===== src/rtl/ldl_sfifo_p2ram_ctrl_pkg.sv =====
// Shared constants, types and helpers for the RAM-backed synchronous FIFO controller.
package ldl_sfifo_pkg;

  localparam int unsigned OBUF_DEPTH = 3;

  typedef logic [1:0] obuf_cnt_t;

  // Increment that wraps at an arbitrary depth (depth need not be a power of two).
  function automatic int unsigned ptr_inc(input int unsigned ptr, input int unsigned depth);
    return (ptr >= depth - 1) ? 0 : ptr + 1;
  endfunction

endpackage


===== src/rtl/ldl_sfifo_p2ram_ctrl_if.sv =====
// Producer/consumer stream bundle for the FIFO controller.
interface ldl_sfifo_p2ram_ctrl_if #(
  parameter int unsigned DW = 8
);
  logic          in_valid;
  logic          in_ready;
  logic [DW-1:0] in_data;
  logic          out_valid;
  logic          out_ready;
  logic [DW-1:0] out_data;

  modport master (
    output in_valid, in_data, out_ready,
    input  in_ready, out_valid, out_data
  );

  modport slave (
    input  in_valid, in_data, out_ready,
    output in_ready, out_valid, out_data
  );
endinterface


===== src/rtl/ldl_sfifo_p2ram_ctrl_obuf.sv =====
// Three-entry register FIFO that hides the RAM read latency from the consumer.
module ldl_sfifo_obuf
  import ldl_sfifo_pkg::*;
#(
  parameter int unsigned DW = 8
) (
  input  logic          clk_i,
  input  logic          rst_i,
  input  logic          push_i,
  input  logic [DW-1:0] data_i,
  input  logic          pop_i,
  output logic          valid_o,
  output logic [DW-1:0] data_o,
  output obuf_cnt_t     cnt_o
);

  localparam obuf_cnt_t FULL = obuf_cnt_t'(OBUF_DEPTH);

  logic [DW-1:0] mem_q [OBUF_DEPTH];
  logic [1:0]    rd_q, rd_d;
  logic [1:0]    wr_q, wr_d;
  obuf_cnt_t     cnt_q, cnt_d;
  logic          pop_en;
  logic          push_en;

  // A push into a full buffer is legal when a pop frees the head in the same cycle.
  always_comb begin
    pop_en  = pop_i && (cnt_q != '0);
    push_en = push_i && ((cnt_q != FULL) || pop_en);
    rd_d    = pop_en  ? 2'(ptr_inc(32'(rd_q), OBUF_DEPTH)) : rd_q;
    wr_d    = push_en ? 2'(ptr_inc(32'(wr_q), OBUF_DEPTH)) : wr_q;
    cnt_d   = cnt_q;
    case ({push_en, pop_en})
      2'b10:   cnt_d = cnt_q + 2'd1;
      2'b01:   cnt_d = cnt_q - 2'd1;
      default: cnt_d = cnt_q;
    endcase
  end

  always_ff @(posedge clk_i) begin
    if (rst_i) begin
      rd_q  <= '0;
      wr_q  <= '0;
      cnt_q <= '0;
    end else begin
      rd_q  <= rd_d;
      wr_q  <= wr_d;
      cnt_q <= cnt_d;
    end
  end

  always_ff @(posedge clk_i) begin
    if (push_en) begin
      mem_q[wr_q] <= data_i;
    end
  end

  assign valid_o = (cnt_q != '0);
  assign data_o  = mem_q[rd_q];
  assign cnt_o   = cnt_q;

endmodule


===== src/rtl/ldl_sfifo_p2ram_ctrl.sv =====
// FIFO controller for an external simple dual-port RAM with a registered read port;
// presents first-word-fall-through valid/ready streams on both sides.
module ldl_sfifo_p2ram_ctrl
  import ldl_sfifo_pkg::*;
#(
  parameter int unsigned DW    = 8,
  parameter int unsigned DEPTH = 10,
  parameter int unsigned AW    = $clog2(DEPTH),
  parameter int unsigned LW    = $clog2(DEPTH + 4)
) (
  input  logic                    clk,
  input  logic                    rst,
  ldl_sfifo_p2ram_ctrl_if.slave   s,
  output logic                    ram_we,
  output logic [AW-1:0]           ram_wa,
  output logic [DW-1:0]           ram_din,
  output logic                    ram_re,
  output logic [AW-1:0]           ram_ra,
  input  logic [DW-1:0]           ram_dout,
  input  logic                    ram_rv,
  output logic [LW-1:0]           level,
  output logic                    err
);

  localparam logic [LW-1:0] DEPTH_L = LW'(DEPTH);

  logic [AW-1:0] wptr_q, wptr_d;
  logic [AW-1:0] rptr_q, rptr_d;
  logic [LW-1:0] ram_cnt_q, ram_cnt_d;
  logic          inflight_q, inflight_d;
  logic          err_q, err_d;
  logic [LW-1:0] level_q, level_d;

  logic          in_ready;
  logic          accept;
  logic          issue;
  logic          capture;
  logic          pop;
  logic          obuf_valid;
  logic [DW-1:0] obuf_data;
  obuf_cnt_t     obuf_cnt;
  logic [LW-1:0] obuf_cnt_nxt;

  assign in_ready = (ram_cnt_q < DEPTH_L);
  assign accept   = s.in_valid && in_ready;
  // Never request more reads than the output buffer can absorb, counting the one in flight.
  assign issue    = (ram_cnt_q != '0) &&
                    (({1'b0, obuf_cnt} + {2'b00, inflight_q}) < 3'd3);
  assign capture  = inflight_q && ram_rv;
  assign pop      = obuf_valid && s.out_ready;

  always_comb begin
    wptr_d     = accept ? AW'(ptr_inc(32'(wptr_q), DEPTH)) : wptr_q;
    rptr_d     = issue  ? AW'(ptr_inc(32'(rptr_q), DEPTH)) : rptr_q;
    inflight_d = issue;
    err_d      = err_q || (inflight_q && !ram_rv);
    ram_cnt_d  = ram_cnt_q;
    case ({accept, issue})
      2'b10:   ram_cnt_d = ram_cnt_q + LW'(1);
      2'b01:   ram_cnt_d = ram_cnt_q - LW'(1);
      default: ram_cnt_d = ram_cnt_q;
    endcase
    obuf_cnt_nxt = LW'(obuf_cnt) + LW'(capture) - LW'(pop);
    level_d      = ram_cnt_d + LW'(inflight_d) + obuf_cnt_nxt;
  end

  always_ff @(posedge clk) begin
    if (rst) begin
      wptr_q     <= '0;
      rptr_q     <= '0;
      ram_cnt_q  <= '0;
      inflight_q <= 1'b0;
      err_q      <= 1'b0;
      level_q    <= '0;
    end else begin
      wptr_q     <= wptr_d;
      rptr_q     <= rptr_d;
      ram_cnt_q  <= ram_cnt_d;
      inflight_q <= inflight_d;
      err_q      <= err_d;
      level_q    <= level_d;
    end
  end

  ldl_sfifo_obuf #(
    .DW (DW)
  ) u_obuf (
    .clk_i   (clk),
    .rst_i   (rst),
    .push_i  (capture),
    .data_i  (ram_dout),
    .pop_i   (pop),
    .valid_o (obuf_valid),
    .data_o  (obuf_data),
    .cnt_o   (obuf_cnt)
  );

  assign s.in_ready  = in_ready;
  assign s.out_valid = obuf_valid;
  assign s.out_data  = obuf_data;

  assign ram_we  = accept;
  assign ram_wa  = wptr_q;
  assign ram_din = s.in_data;
  assign ram_re  = issue;
  assign ram_ra  = rptr_q;

  assign level = level_q;
  assign err   = err_q;

endmodule


===== src/flat_wrapper.sv =====
// flat-port wrapper written by rule: the top's interface ports become plain ports
module ldl_sfifo_p2ram_ctrl_flat import ldl_sfifo_pkg::*;
#(
  parameter int unsigned DW    = 8,
  parameter int unsigned DEPTH = 10,
  parameter int unsigned AW    = $clog2(DEPTH),
  parameter int unsigned LW    = $clog2(DEPTH + 4)
)
  (clk, rst, ram_we, ram_wa, ram_din, ram_re, ram_ra, ram_dout, ram_rv, level, err, s_in_valid, s_in_data, s_out_ready, s_in_ready, s_out_valid, s_out_data);
  ldl_sfifo_p2ram_ctrl_if #(.DW(DW)) s_i ();
  input  logic clk;
  input  logic rst;
  output logic ram_we;
  output logic [AW-1:0] ram_wa;
  output logic [DW-1:0] ram_din;
  output logic ram_re;
  output logic [AW-1:0] ram_ra;
  input  logic [DW-1:0] ram_dout;
  input  logic ram_rv;
  output logic [LW-1:0] level;
  output logic err;
  input wire logic [$bits(s_i.in_valid)-1:0] s_in_valid;
  input wire logic [$bits(s_i.in_data)-1:0] s_in_data;
  input wire logic [$bits(s_i.out_ready)-1:0] s_out_ready;
  output wire logic [$bits(s_i.in_ready)-1:0] s_in_ready;
  output wire logic [$bits(s_i.out_valid)-1:0] s_out_valid;
  output wire logic [$bits(s_i.out_data)-1:0] s_out_data;
  assign s_i.in_valid = s_in_valid;
  assign s_i.in_data = s_in_data;
  assign s_i.out_ready = s_out_ready;
  assign s_in_ready = s_i.in_ready;
  assign s_out_valid = s_i.out_valid;
  assign s_out_data = s_i.out_data;
  ldl_sfifo_p2ram_ctrl #(.DW(DW), .DEPTH(DEPTH), .AW(AW), .LW(LW)) u_core (.clk(clk), .rst(rst), .s(s_i), .ram_we(ram_we), .ram_wa(ram_wa), .ram_din(ram_din), .ram_re(ram_re), .ram_ra(ram_ra), .ram_dout(ram_dout), .ram_rv(ram_rv), .level(level), .err(err));
endmodule

===== config.mk =====
export PLATFORM = sky130hd
export DESIGN_NAME = ldl_sfifo_p2ram_ctrl_flat
export DESIGN_NICKNAME = d
export VERILOG_FILES = /design/src/rtl/ldl_sfifo_p2ram_ctrl_pkg.sv /design/src/rtl/ldl_sfifo_p2ram_ctrl_if.sv /design/src/rtl/ldl_sfifo_p2ram_ctrl_obuf.sv /design/src/rtl/ldl_sfifo_p2ram_ctrl.sv /design/src/flat_wrapper.sv
export SDC_FILE = /design/constraint.sdc
export NUM_CORES = 1
export LEC_CHECK = 0
export BUFFER_PORTS_ARGS = -buffer_cell sky130_fd_sc_hd__buf_2
export CORE_AREA = 4 4 73 82
export DETAILED_ROUTE_END_ITERATION = 7
export DIE_AREA = 0 0 77 86
export PLACE_DENSITY = 0.73
export SLEW_MARGIN = 20
export SYNTH_ARGS = -nofsm -noshare
export SYNTH_HDL_FRONTEND = slang
export SYNTH_HIERARCHICAL = 1
export SYNTH_SLANG_ARGS = --single-unit

===== constraint.sdc =====
create_clock -name clk -period 3.7 [get_ports clk]
set_input_delay 0.185 -clock clk [delete_from_list [all_inputs] [get_ports clk]]
set_output_delay 0.185 -clock clk [all_outputs]
set_load 0.05 [all_outputs]

# ---- Word level (Yosys, flattened, before mapping)
# Memories as Yosys holds them, arrays and structs flattened. A register that Yosys moved wholly into a read port is not among the register bits.
# Index checks and enable logic that the tools add are counted.
dict set report classes {
  add_sub_neg 13
  mul 0
  n_div 0
  n_lt_le_gt_ge 6
  eq_ne 5
  shift 0
  muxes 10
  n_bitwise 0
  n_reduce_logical 13
}
# operator count
set op_table {}
lappend op_table {{$add A4 B1 Y4 const B} 3}
lappend op_table {{$ge A4 B4 Y1 const B} 2}
lappend op_table {{$mux W2} 4}
lappend op_table {{$mux W4} 2}
lappend op_table {{$pmux W4 S2} 1}
lappend op_table {{$logic_and A1 B1 Y1} 7}
lappend op_table {{$add A2 B1 Y2 const B} 3}
lappend op_table {{$add A2 B1 Y3} 2}
lappend op_table {{$add A4 B1 Y4} 1}
lappend op_table {{$add A4 B4 Y4} 1}
lappend op_table {{$eq A2 B1 Y1 const B} 2}
lappend op_table {{$eq A2 B2 Y1 const B} 2}
lappend op_table {{$ge A2 B2 Y1 const B} 2}
lappend op_table {{$lt A4 B4 Y1 const B} 1}
lappend op_table {{$pmux W2 S2} 1}
lappend op_table {{$reduce_bool A2 Y1} 2}
lappend op_table {{$reduce_bool A4 Y1} 1}
lappend op_table {{$sub A4 B1 Y4} 1}
lappend op_table {{$sub A4 B1 Y4 const B} 1}
lappend op_table {{$lt A3 B2 Y1 const B} 1}
lappend op_table {{$logic_or A1 B1 Y1} 2}
lappend op_table {{$mux W1} 2}
lappend op_table {{$ne A2 B2 Y1 const B} 1}
lappend op_table {{$sub A2 B1 Y2 const B} 1}
lappend op_table {{$logic_not A1 Y1} 1}
dict set report totals {
  register_bits 24
  latchBits 0
  ram_bits 24
  romBits 0
  input_bits 21
  out_inout_bits 33
  elab_cells 57
  n_memories 1
}
# name depth width read_ports rd_clocked_by_memory_dff write_ports line_no
set mem_list {}
lappend mem_list {u_core.u_obuf.mem_q 3 8 1 1 1 ldl_sfifo_p2ram_ctrl_obuf.sv:19} ;# logic [DW-1:0] mem_q [OBUF_DEPTH];

# ---- Logic depth before layout (Yosys ltp)
# Gate-level depths: netlist of the first run.
dict set report logic_depth {
  ltp_word 7
  ltp_mapped 19
  mapped_depth_nobuf 19
}

# ---- Cells and area by module
# Netlist of the first run, hierarchy kept.
# module n_inst cells_each area_each_um2 seq_area_each_um2
set modules_own_cells {}
lappend modules_own_cells {ldl_sfifo_obuf 1 88 1242.4 880.8}
lappend modules_own_cells {ldl_sfifo_p2ram_ctrl 1 130 1163.6 360.3}

# ---- Worst setup path after synthesis of the first run
# No wires, ideal clock.
dict set report synth_path {
  path_type {register to register}
  from {register u_core.ram_cnt_q[1]}
  to {register u_core.level_q[3] (netlist: u_core/level[3])}
  setup_ns 0.128
  arrival_ns 4.436
  required_ns 3.572
  slack_ns -0.863
  stages_incl_launch_ff 17
  n_path_buf 0
  synth_period_minus_slack_ns 4.563
  path_cell_list {dfxtp_1 > o21ai_0 > nand2_1 > ha_1 > inv_1 > fa_1 > nor2_1 > a21oi_1 > ha_1 > inv_1 > ha_1 > ha_1 > a21o_1 > a21oi_1 > xnor3_1 > xnor2_1 > nor2_1}
}
dict set report synth_between {
  elab_chain_len 6
  word_cells_on_any_way 11
  classes_between {4 x add/sub; 1 x order compare; 2 x eq/ne; 1 x mux; 3 x reduce/logical}
}
# element line_no
set synth_lines {}
lappend synth_lines {{start: declaration} ldl_sfifo_p2ram_ctrl.sv:29} ;# logic [LW-1:0] ram_cnt_q, ram_cnt_d;
lappend synth_lines {{start signal: assignment} ldl_sfifo_p2ram_ctrl.sv:78} ;# ram_cnt_q <= ram_cnt_d;
lappend synth_lines {{$lt A4 B4 Y1 *} ldl_sfifo_p2ram_ctrl.sv:44} ;# assign in_ready = (ram_cnt_q < DEPTH_L);
lappend synth_lines {{named net s_in_ready} flat_wrapper.sv:25} ;# output wire logic [$bits(s_i.in_ready)-1:0] s_in_ready;
lappend synth_lines {{$logic_and A1 B1 Y1 *} ldl_sfifo_p2ram_ctrl.sv:45} ;# assign accept = s.in_valid && in_ready;
lappend synth_lines {{$eq A2 B1 Y1 or $eq A2 B2 Y1 (tied branches)} ldl_sfifo_p2ram_ctrl.sv:58} ;# case ({accept, issue})
lappend synth_lines {{$pmux W4 S2 *} ldl_sfifo_p2ram_ctrl.sv:58}
lappend synth_lines {{$add A4 B1 Y4 *} ldl_sfifo_p2ram_ctrl.sv:64} ;# level_d = ram_cnt_d + LW'(inflight_d) + obuf_cnt_nxt;
lappend synth_lines {{$add A4 B4 Y4 *} ldl_sfifo_p2ram_ctrl.sv:64}
lappend synth_lines {{end signal: assignment} ldl_sfifo_p2ram_ctrl.sv:81} ;# level_q <= level_d;
lappend synth_lines {{end: declaration} ldl_sfifo_p2ram_ctrl.sv:32} ;# logic [LW-1:0] level_q, level_d;
# Mark *: on every way through the listed nets, which the timed path passes. The rest lies on a longest branch.
# A chain may end at the register's enable or synchronous reset.

# ---- Final worst setup path of the first run
dict set report layout_path {
  from {register u_core.inflight_q}
  to {register u_core.level_q[3] (netlist: u_core/level[3])}
}
dict set report layout_between {
  elab_chain_len 7
  word_cells_on_any_way 11
  classes_between {5 x add/sub; 1 x order compare; 2 x eq/ne; 1 x mux; 2 x reduce/logical}
}
# element line_no
set layout_lines {}
lappend layout_lines {{start: declaration} ldl_sfifo_p2ram_ctrl.sv:30} ;# logic inflight_q, inflight_d;
lappend layout_lines {{start signal: assignment} ldl_sfifo_p2ram_ctrl.sv:79} ;# inflight_q <= inflight_d;
lappend layout_lines {{$add A2 B1 Y3} ldl_sfifo_p2ram_ctrl.sv:48} ;# (({1'b0, obuf_cnt} + {2'b00, inflight_q}) < 3'd3);
lappend layout_lines {{$lt A3 B2 Y1} ldl_sfifo_p2ram_ctrl.sv:48}
lappend layout_lines {{$logic_and A1 B1 Y1} ldl_sfifo_p2ram_ctrl.sv:47} ;# assign issue = (ram_cnt_q != '0) &&
lappend layout_lines {{$eq A2 B1 Y1 or $eq A2 B2 Y1 (tied branches)} ldl_sfifo_p2ram_ctrl.sv:58}
lappend layout_lines {{$pmux W4 S2} ldl_sfifo_p2ram_ctrl.sv:58}
lappend layout_lines {{$add A4 B1 Y4} ldl_sfifo_p2ram_ctrl.sv:64}
lappend layout_lines {{$add A4 B4 Y4 *} ldl_sfifo_p2ram_ctrl.sv:64}
# Mark *: on every way between the ends. The rest lies on a longest branch, timed or not.

==> results of run 1 <==
power by group through the flow:
stage	Clock [W]	Sequential [W]	Combinational, W
after floorplan	0	0.000849	0.00108
after global placement	0	0.000747	0.00142
after detailed placement	0	0.000748	0.00147
after CTS	0.000344	0.000738	0.00153
after global routing	0.000367	0.000750	0.00178
final	0.000331	0.000739	0.00158
cells by family after synthesis:
kind of cell | count (synthesis)
AOI/OAI and AO/OA | 39
xor gates and xnor gates | 7
adders and majority gates | 21
buffers and inverters | 32
DFF | 50
muxes | 12
and+or+nand+nor | 57
per-stage QoR:
stage	instance area [sq um]	worst slack (ns)
detailed placement	2735	-0.06636
global route	2890	-0.1828
CTS	2854	0.007441
global placement	2735	0.01700
finish	2890	0.01032
floorplan	2491	-0.03503
state kept, by name (all words and copies together) (netlist names), named ones only:
signal               flops
u_core/u_obuf/cnt_o      2
u_core/ram_wa            4
u_core/ram_cnt_q         4
u_core/u_obuf/rd_q       2
u_core/err               1
u_core/u_obuf/wr_q       2
u_core/u_obuf/mem_q     24
u_core/inflight_q        1
u_core/level             4
u_core/ram_ra            4
layout by cell type (no fill, tap or decap), types with 3 or more instances in the layout:
cell	count
a21oi_1	9
a21oi_2	3
buf_2	37
buf_4	11
clkbuf_8	5
dfxtp_1	24
edfxtp_1	24
fa_1	3
ha_1	13
ha_4	5
inv_1	17
mux2i_1	10
nand2_1	15
nand3b_1	3
nor2_1	18
nor2b_1	4
nor3_1	3
o21ai_0	11
o21ai_2	3
xnor2_1	3
xor2_1	3
layer usage:
metal,track usage (%),routed length (um),vias up
li1,-,-,831
met1,17.20,1856,763
met2,23.53,2154,39
met3,4.727,246,6
met4,5.663,62,0
met5,0,0,-
worst max path at each step:
stage	cells after the start	slack (ns)	to
after floorplan	19	-0.04	u_core/level[3]
after global placement	19	0.02	u_core/level[3]
after detailed placement	19	-0.07	u_core/level[3]
after CTS	19	0.007	u_core/level[3]
after global routing	19	-0.18	u_core/level[3]
final	19	0.01	u_core/level[3]
final cells by class:
class	instances	area share, %
clock buffers	5	2.381
clock inverters	3	0.9957
inverters	20	3.160
multi-input cells	136	38.48
flip-flops and latches	50	43.12
well taps	60	2.597
repair buffers	48	9.264
what timing repair did:
| item | in CTS | in global routing |
|---|---|---|
| pin swaps | 5 | 10 |
| gates cloned | 0 | 0 |
| setup buffers | 1 | 2 |
| resized for setup | 3 | 4 |
| endpoints found under the setup margin | 1 | 1 |
==> flow_metrics.py, run 1 <==
metrics = {
    "outcome": {
        "status": "finished clean",
    },
    "pwr": {
        "p_total_w": 0.002654,
        "vdd_drop_max_uv": 977.5,
        "p_switching_w": 0.001106,
        "p_leak_nw": 1.158,
        "pwr-share-comb_pct": 59.7,
        "internal_power_w": 0.001549,
        "swShare_pct": 41.66,
        "p_clk_share_pct": 12.5,
        "p_seq_share_pct": 27.8,
        "power_density_mw_per_mm2": 918.4,
    },
    "timing": {
        "tns_ns": 0,
        "fin_worst_skew_ns": 0.006637,
        "fin_crit_ns": 3.690,
        "drv_slew": 0,
        "setup-violations-final": 0,
        "min_period_over_period_pct": 99.72,
        "timing.fmax_mhz": 271.0,
        "timing.hold.ws_ns": 0.07948,
        "worst_pin_slew_ns": 0.5024,
        "rsz0062_at_grt": "yes",
        "max_slew_margin_pct": 66.46,
        "hold_viol": 0,
    },
    "layout": {
        "seq_area_sq_mm": 0.001246,
        "final_util_pct": 55.37,
        "drive_above_1_share_pct": 29.77,
        "n_antenna_cell": 0,
        "multi_input_area_sq_mm": 0.001112,
        "fin_nets": 303,
        "final.fill_count": 455,
        "stdcell_count": 322,
        "areaGrowthSynthToFinish_pct": 20.12,
    },
    "floorplan": {
        "die_w_um": 77,
        "rows": 28,
        "dieArea_sq_mm": 0.006622,
        "die_h_um": 86,
        "ioPinCount": 54,
        "core_area_sq_mm": 0.005220,
        "initial_core_util_pct": 46.09,
    },
    "routing": {
        "vias": 1639,
        "via_per_inst": 5.090,
        "wl_per_cell_um": 13.41,
        "drcViolationCount": 0,
        "drtPass1Iterations": 4,
        "drt_iter0_markers": 55,
        "antenna_left": 0,
        "wl_um": 4319,
    },
    "logic_synthesis": {
        "netlist_instances": 218,
        "avgSynthCellArea_sq_um": 11.04,
        "synthMuxAreaShare_pct": 5.200,
        "yosys_warnings": 6,
        "synth-compound-area-share_pct": 10.30,
        "synth_nets": 260,
        "yosysTopAreaCell": "edfxtp_1",
        "synthAdderAreaFrac_pct": 11.86,
        "syn_area_sq_mm": 0.002406,
        "ys_types": 42,
        "synth_edf_count": 24,
        "synth_top_cell_area_share_pct": 29.95,
        "synth_top_family_by_area": "adder cells",
        "synthXorXnorAreaFrac_pct": 3.120,
        "synthTopCellsByArea": "edfxtp_1 30%, dfxtp_1 22%, ha_1 9.4%, mux2i_1 4.2%, inv_1 3.1%",
        "synth_most_common_cell": "dfxtp_1",
        "seq_area_frac_synth_pct": 51.59,
        "ys.flop_type": "dfxtp_1",
        "synthSimpleGateAreaFrac_pct": 11.65,
        "async_flop_share_pct": 0,
        "synth_seq_cells": 50,
        "yosys-top-cells-count": "26 x dfxtp_1, 24 x edfxtp_1, 20 x inv_1",
    },
    "setup_path": {
        "reg2reg_depth": 19,
        "slowest_delay_ns": 0.51,
        "crit_path_end_kind": "flop",
        "cp.required_ns": 3.89,
        "r2r-start": "u_core/inflight_q",
        "cp.arrival_ns": 3.88,
        "cp_max_fo": 3,
        "startpoint_type": "flop",
        "critPathTopFamily": "adder cells",
        "cp_common_cell": "ha_4",
        "r2r-end": "u_core/level[3]",
        "cp_num_buf_inv": 3,
        "crit_chain": "ha_4 -> ha_4 -> a21oi_4 -> o41ai_4 -> bufinv_8 -> ha_4 -> inv_4 -> fa_1 -> nor2_2 -> a21oi_2 -> ha_1 -> inv_2 -> ha_4 -> ha_4 -> a21o_1 -> a21oi_2 -> xnor3_1 -> xnor2_1 -> nor2_1",
        "critical_path_class": "flop to flop",
        "reg2reg_slack_ns": 0.01,
        "crit_slowest_cell": "fa_1",
        "startpoint": "u_core/inflight_q",
    },
    "cts": {
        "tritoncts": "done",
        "cts.clk_slew.worst_paths_ns": 0.10,
        "cts_buffers": 5,
        "worstSkewPairLatency_ns": 0.30,
        "cts.path.max_buffers": 2,
        "cts_max_level": 2,
        "root_buffer": "clkbuf_8",
        "cts_num_sinks": 50,
        "holdBufCountCts": 0,
    },
    "placement": {
        "dp.cells": 311,
        "hpwl_um": 3097,
        "port_buffers": 37,
        "place_congestion": 0.7531,
    },
    "global_route": {
        "grt_max_degree": 27,
        "antenna_found_initial": 0,
        "grt_pass1_vias": 1601,
        "grt_use_total_pct": 14.23,
        "grt_overflow": 0,
        "grt_pass1_wl_um": 7479,
    },
    "min_path": {
        "min_path_cells": 1,
        "worstHoldStart": "ram_dout[2]",
        "hold-path-endpoint": "u_core/u_obuf/mem_q[2][2]",
        "holdCritPathClass": "input pin to flop",
    },
    "job": {
        "max-cap-violations": 0,
    },
}
Power figures use the tool's default switching activity.
==> inputs of run 2 (changes only) <==
Settings changed: CORE_AREA 4 4 73 82 to 4 4 97 62, DIE_AREA 0 0 77 86 to 0 0 101 66, PLACE_DENSITY 0.73 to 0.74, SLEW_MARGIN 20 to not set.
==> run 2 against run 1 <==
Net effect: combinational power grew 3%; critical path type unchanged; via count shrank 0.55%; register-to-register slack improved by 0.03 ns; wire length shrank 0.44%; worst hold slack gained 0.0043 ns; critical endpoint unchanged; sequential share of layout area fell by 0.91 points; fmax up 0.75%; design area rose by 2.2%; first-iteration DRC count increased by 29%.
==> flow_metrics.py, run 2 (synthesis results as in run 1) <==
metrics = {
    "outcome": {
        "status": "finished clean",
    },
    "floorplan": {
        "ioPinCount": 54,
        "die_w_um": 101,
        "core_area_sq_mm": 0.005030,
        "initial_core_util_pct": 47.84,
        "rows": 20,
        "dieArea_sq_mm": 0.006666,
        "die_h_um": 66,
    },
    "timing": {
        "drv_slew": 0,
        "max_slew_margin_pct": 66.66,
        "finalWorstSetupSlack_ns": 0.03797,
        "hold_viol": 0,
        "fin_crit_ns": 3.662,
        "timing.hold.ws_ns": 0.08383,
        "setup-violations-final": 0,
        "worst_pin_slew_ns": 0.5002,
        "fin_worst_skew_ns": 0.006402,
        "rsz0062_at_grt": "yes",
        "timing.fmax_mhz": 273.1,
        "min_period_over_period_pct": 98.97,
    },
    "min_path": {
        "holdCritPathClass": "input pin to flop",
        "worstHoldStart": "ram_dout[1]",
        "min_path_cells": 1,
        "hold-path-endpoint": "u_core/u_obuf/mem_q[2][1]",
    },
    "placement": {
        "place_congestion": 0.7663,
        "port_buffers": 37,
        "dp.cells": 319,
        "hpwl_um": 3095,
        "place_ws_ns": -0.04023,
    },
    "setup_path": {
        "cp.arrival_ns": 3.84,
        "reg2reg_depth": 19,
        "r2r-start": "u_core/u_obuf/cnt_o[0]",
        "cp_max_fo": 2,
        "reg2reg_slack_ns": 0.04,
        "startpoint_type": "flop",
        "r2r-end": "u_core/level[3]",
        "slowest_delay_ns": 0.44,
        "crit_slowest_cell": "fa_1",
        "critical_path_class": "flop to flop",
        "crit_path_end_kind": "flop",
        "cp_common_cell": "ha_4",
        "crit_chain": "ha_4 -> ha_4 -> a21oi_4 -> o41ai_4 -> bufinv_8 -> ha_4 -> inv_2 -> fa_1 -> nor2_2 -> a21oi_2 -> ha_1 -> inv_2 -> ha_4 -> ha_4 -> a21o_1 -> a21oi_2 -> xnor3_1 -> xnor2_1 -> nor2_1",
        "cp.required_ns": 3.88,
    },
    "routing": {
        "wl_per_cell_um": 12.99,
        "drcViolationCount": 0,
        "vias": 1630,
        "drt_iter0_markers": 71,
        "drtPass1Iterations": 6,
        "wl_um": 4300,
        "via_per_inst": 4.924,
        "antenna_left": 0,
    },
    "layout": {
        "n_antenna_cell": 0,
        "regMostFlops": "u_core/u_obuf/mem_q",
        "final.fill_count": 414,
        "largest_reg_flops": 24,
        "final_cell_mix": "37 x buf_2, 24 x dfxtp_1, 24 x edfxtp_1, 18 x nor2_1, 17 x inv_1",
        "drive_above_1_share_pct": 30.19,
        "fin_nets": 306,
        "stdcell_count": 331,
        "final_common_cell": "buf_2",
        "final_util_pct": 58.71,
        "areaGrowthSynthToFinish_pct": 22.72,
    },
    "global_route": {
        "antenna_found_initial": 0,
        "grt_overflow": 0,
        "grt_pass1_wl_um": 7065,
        "grt_max_degree": 27,
        "grt_use_total_pct": 13.89,
        "grt_pass1_vias": 1505,
    },
    "pwr": {
        "p_clk_share_pct": 15.8,
        "power_density_mw_per_mm2": 953.3,
        "pwr-share-comb_pct": 57.9,
        "internal_power_w": 0.001723,
        "p_seq_share_pct": 26.3,
        "p_total_w": 0.002815,
        "p_leak_nw": 1.187,
        "p_switching_w": 0.001092,
        "swShare_pct": 38.79,
        "vdd_drop_max_uv": 443.7,
    },
    "cts": {
        "cts_num_sinks": 50,
        "root_buffer": "clkbuf_8",
        "cts.clk_slew.worst_paths_ns": 0.09,
        "cts_max_level": 2,
        "tritoncts": "done",
        "worstSkewPairLatency_ns": 0.30,
        "cts.path.max_buffers": 2,
        "holdBufCountCts": 0,
        "cts_buffers": 5,
    },
    "job": {
        "max-cap-violations": 0,
    },
}
-- run 2: changes by cell type in the layout (fill, tap and decap cells not counted) --
cell       change
inv_2          +1
buf_4          +3
inv_4          -1
inv_6          -1
clkinv_1       +1
inv_8          -1
clkinv_4       -1
bufinv_16      +2
-- run 2: layer usage --
layer	track usage [%]	vias up	share of wire (%)
li1	-	842	-
met1	18.48	753	51
met2	21.80	28	44
met3	3.583	7	3.7
met4	5.307	0	1.4
met5	0	-	0
-- run 2: final cells by class --
| class | count | area (sq um) | area share [%] |
|---|---|---|---|
| Clock buffer | 5 | 68.82 | 2.331 |
| Clock inverter | 3 | 63.81 | 2.161 |
| Inverter | 20 | 88.84 | 3.008 |
| Multi-Input combinational cell | 136 | 1112 | 37.67 |
| Sequential cell | 50 | 1246 | 42.20 |
| Tap cell | 66 | 82.58 | 2.797 |
| Timing Repair Buffer | 51 | 290.3 | 9.831 |
-- run 2: how the worst max path moves through the flow --
stage                            from         endpoint  slack, ns  depth (start not counted)
4_1_cts        u_core/u_obuf/cnt_o[0]  u_core/level[3]       0.02                         19
2_1_floorplan  u_core/u_obuf/cnt_o[0]  u_core/level[3]      -0.04                         19
5_1_grt        u_core/u_obuf/cnt_o[0]  u_core/level[3]      -0.10                         19
3_5_place_dp   u_core/u_obuf/cnt_o[0]  u_core/level[3]      -0.04                         19
6_report       u_core/u_obuf/cnt_o[0]  u_core/level[3]       0.04                         19
3_3_place_gp   u_core/u_obuf/cnt_o[0]  u_core/level[3]       0.03                         19
-- run 2: timing repair --
item / 4_1_cts / 5_1_grt
pin swaps: 7 / 10
hold endpoints to repair: 0 / 0
endpoints found under the setup margin: 1 / 1
setup buffers: 2 / 2
resized for setup: 5 / 1
-- run 2: power by group through the flow --
stage          combinational (W)  sequential, W  clock (W)
3_5_place_dp             0.00147       0.000751          0
6_report                 0.00163       0.000741   0.000443
3_3_place_gp             0.00141       0.000751          0
4_1_cts                  0.00159       0.000740   0.000451
2_1_floorplan            0.00108       0.000849          0
5_1_grt                  0.00180       0.000752   0.000478
-- run 2: worst max-delay path: cells and delay by family (launching register included) --
kind                     cells  cell delay, ns
adder cells (fa/ha/maj)      7            1.70
AO/OA/AOI/OAI                5            0.61
XOR/XNOR                     2            0.39
flip-flops                   1            0.36
buffers and inverters        3            0.29
AND/OR/NAND/NOR              2            0.19
-- run 2: per-stage QoR --
| step | cell area [sq um] | setup TNS (ns) |
|---|---|---|
| after detailed placement | 2758 | -0.04023 |
| after global placement | 2758 | 0 |
| after floorplan | 2491 | -0.03503 |
| after CTS | 2937 | 0 |
| final | 2953 | 0 |
| after global routing | 2953 | -0.1013 |
==> inputs of run 3 (changes only) <==
--- a/config.mk
+++ b/config.mk
@@ -11,3 +11,3 @@
 export DIE_AREA = 0 0 101 66
-export PLACE_DENSITY = 0.74
+export PLACE_DENSITY = 0.77
 export SYNTH_ARGS = -nofsm -noshare
==> constraint.sdc (replaced) <==
create_clock -name clk -period 3.7 [get_ports clk]
set_input_delay 0.74 -clock clk [delete_from_list [all_inputs] [get_ports clk]]
set_output_delay 0.74 -clock clk [all_outputs]
set_load 0.05 [all_outputs]
==> run 3 against run 2 <==
Net effect: sequential share of layout area is 0.91 points higher; total power is 6.8% lower; fmax is 1.2% higher; first-iteration DRC count fell by 24%; die area stayed put; flip-flop and latch count unchanged; largest cell class unchanged; largest power group unchanged.
==> flow_metrics.py, run 3 (synthesis results as in run 1) <==
metrics = {
    "routing": {
        "drtPass1Iterations": 4,
        "wl_per_cell_um": 13.58,
        "drcViolationCount": 0,
        "antenna_left": 0,
        "via_per_inst": 4.970,
        "wl_um": 4455,
        "drt_iter0_markers": 54,
        "vias": 1630,
    },
    "setup_path": {
        "r2r-end": "u_core/level[3]",
        "cp.arrival_ns": 3.81,
        "r2r-start": "u_core/u_obuf/cnt_o[0]",
        "crit_end": "u_core/level[3]",
        "crit_path_end_kind": "flop",
        "startpoint": "u_core/u_obuf/cnt_o[0]",
        "cp_max_fo": 3,
        "critical_path_class": "flop to flop",
        "cp.required_ns": 3.89,
        "reg2reg_slack_ns": 0.08,
        "reg2reg_depth": 19,
        "startpoint_type": "flop",
    },
    "timing": {
        "timing.fmax_mhz": 276.3,
        "drv_slew": 0,
        "fin_worst_skew_ns": 0.009687,
        "tns_ns": 0,
        "finalWorstSetupSlack_ns": 0.08073,
        "rsz0062_at_grt": "yes",
        "worst_pin_slew_ns": 0.5072,
        "fin_crit_ns": 3.619,
        "max_slew_margin_pct": 66.14,
        "setup-violations-final": 0,
        "hold_viol": 0,
        "min_period_over_period_pct": 97.82,
    },
    "cts": {
        "cts.path.max_buffers": 2,
        "cts.clk_slew.worst_paths_ns": 0.10,
        "tritoncts": "done",
        "root_buffer": "clkbuf_8",
        "cts_buffers": 5,
        "worstSkewPairLatency_ns": 0.31,
        "cts_num_sinks": 50,
        "cts_max_level": 2,
        "holdBufCountCts": 0,
    },
    "layout": {
        "n_antenna_cell": 0,
        "final_util_pct": 57.41,
        "areaGrowthSynthToFinish_pct": 20.02,
        "stdcell_area_sq_mm": 0.002888,
        "drive_above_1_share_pct": 29.01,
        "final_common_cell": "buf_2",
        "regMostFlops": "u_core/u_obuf/mem_q",
        "largest_reg_flops": 24,
        "fin_nets": 303,
        "final_cell_mix": "37 x buf_2, 25 x dfxtp_1, 24 x edfxtp_1, 19 x nor2_1, 17 x inv_1",
    },
    "floorplan": {
        "ioPinCount": 54,
        "dieArea_sq_mm": 0.006666,
        "initial_core_util_pct": 47.84,
        "core_area_sq_mm": 0.005030,
        "rows": 20,
        "die_w_um": 101,
        "die_h_um": 66,
    },
    "pwr": {
        "p_leak_nw": 1.152,
        "swShare_pct": 41.29,
        "p_seq_share_pct": 27.9,
        "pwr-share-comb_pct": 59.6,
        "p_clk_share_pct": 12.5,
        "power_density_mw_per_mm2": 908.1,
        "internal_power_w": 0.001540,
        "p_switching_w": 0.001083,
        "vdd_drop_max_uv": 489.4,
    },
    "outcome": {
        "status": "finished clean",
    },
    "global_route": {
        "grt_pass1_wl_um": 7307,
        "antenna_found_initial": 0,
        "grt_overflow": 0,
        "grt_use_total_pct": 14.30,
        "grt_pass1_vias": 1562,
        "grt_max_degree": 27,
    },
    "min_path": {
        "worstHoldStart": "u_core/err",
        "holdCritPathClass": "flop to flop",
    },
    "placement": {
        "place_congestion": 0.7470,
        "place_ws_ns": -0.08266,
        "placed_cell_area_sq_mm": 0.002758,
        "port_buffers": 37,
        "hpwl_um": 3261,
    },
    "job": {
        "max-cap-violations": 0,
    },
}
## run 3: changes by cell type in the layout (fill, tap and decap cells not counted), sizes merged
cell	previous run	this run
clkinvlp	0	1
buf	51	48
bufinv	3	1
inv	19	20
## run 3: area by class of cell
cell class                 instances  area [sq um]
fill                             415          2142
sequential                        50          1245
multi-input combinational        136          1110
timing repair buffer              48         267.8
inverter                          20         88.84
tap                               66         82.58
clock buffer                       5         68.82
clock inverter                     3         25.02
## run 3: worst min-delay path by stage
stage                     slack (ns)  cells past startpoint         end
final                           0.47                      2  u_core/err
after CTS                       0.48                      2  u_core/err
after global routing            0.50                      2  u_core/err
after global placement          0.45                      2  u_core/err
after detailed placement        0.46                      2  u_core/err
after floorplan                 0.45                      2        flop
## run 3: worst max-delay path: stages (launching register included)
cell and delay [ns]:
dfxtp_4 0.36, ha_4 0.16, ha_4 0.22, a21oi_4 0.17, o41ai_4 0.10, bufinv_8 0.20
ha_4 0.13, inv_2 0.04, fa_1 0.42, nor2_1 0.12, a21oi_2 0.05, ha_1 0.28
inv_2 0.05, ha_4 0.27, ha_4 0.20, a21o_1 0.17, a21oi_2 0.13, xnor3_1 0.23
xnor2_1 0.16, nor2_1 0.05
## run 3: metrics by stage
step,hold slack [ns],total power (W),std cells
floorplan,0.4468,0.001926,218
global placement,0.4458,0.002159,319
detailed placement,0.4585,0.002209,319
CTS,0.4803,0.002567,327
global route,0.5011,0.002837,328
finish,0.4706,0.002622,328
## run 3: routing by layer
layer	global-route usage [%]	wire (um)	part of all wire [%]	vias up
met1	20.00	2179	49	755
met4	5.141	68	1.5	0
met5	0	0	0	-
li1	-	-	-	838
met2	21.56	1970	44	28
met3	3.477	237	5.3	9
## run 3: repair_timing
action	in CTS	in global routing
resized for setup	2	2
pin swaps	3	8
setup endpoints to repair	1	1
setup buffers	0	1
## run 3: power by group through the flow
| stage | clock (W) | sequential (W) | combinational, W |
|---|---|---|---|
| floorplan | 0 | 0.000849 | 0.00108 |
| detailed placement | 0 | 0.000746 | 0.00146 |
| global placement | 0 | 0.000745 | 0.00141 |
| global route | 0.000359 | 0.000745 | 0.00173 |
| CTS | 0.000336 | 0.000733 | 0.00150 |
| finish | 0.000327 | 0.000732 | 0.00156 |
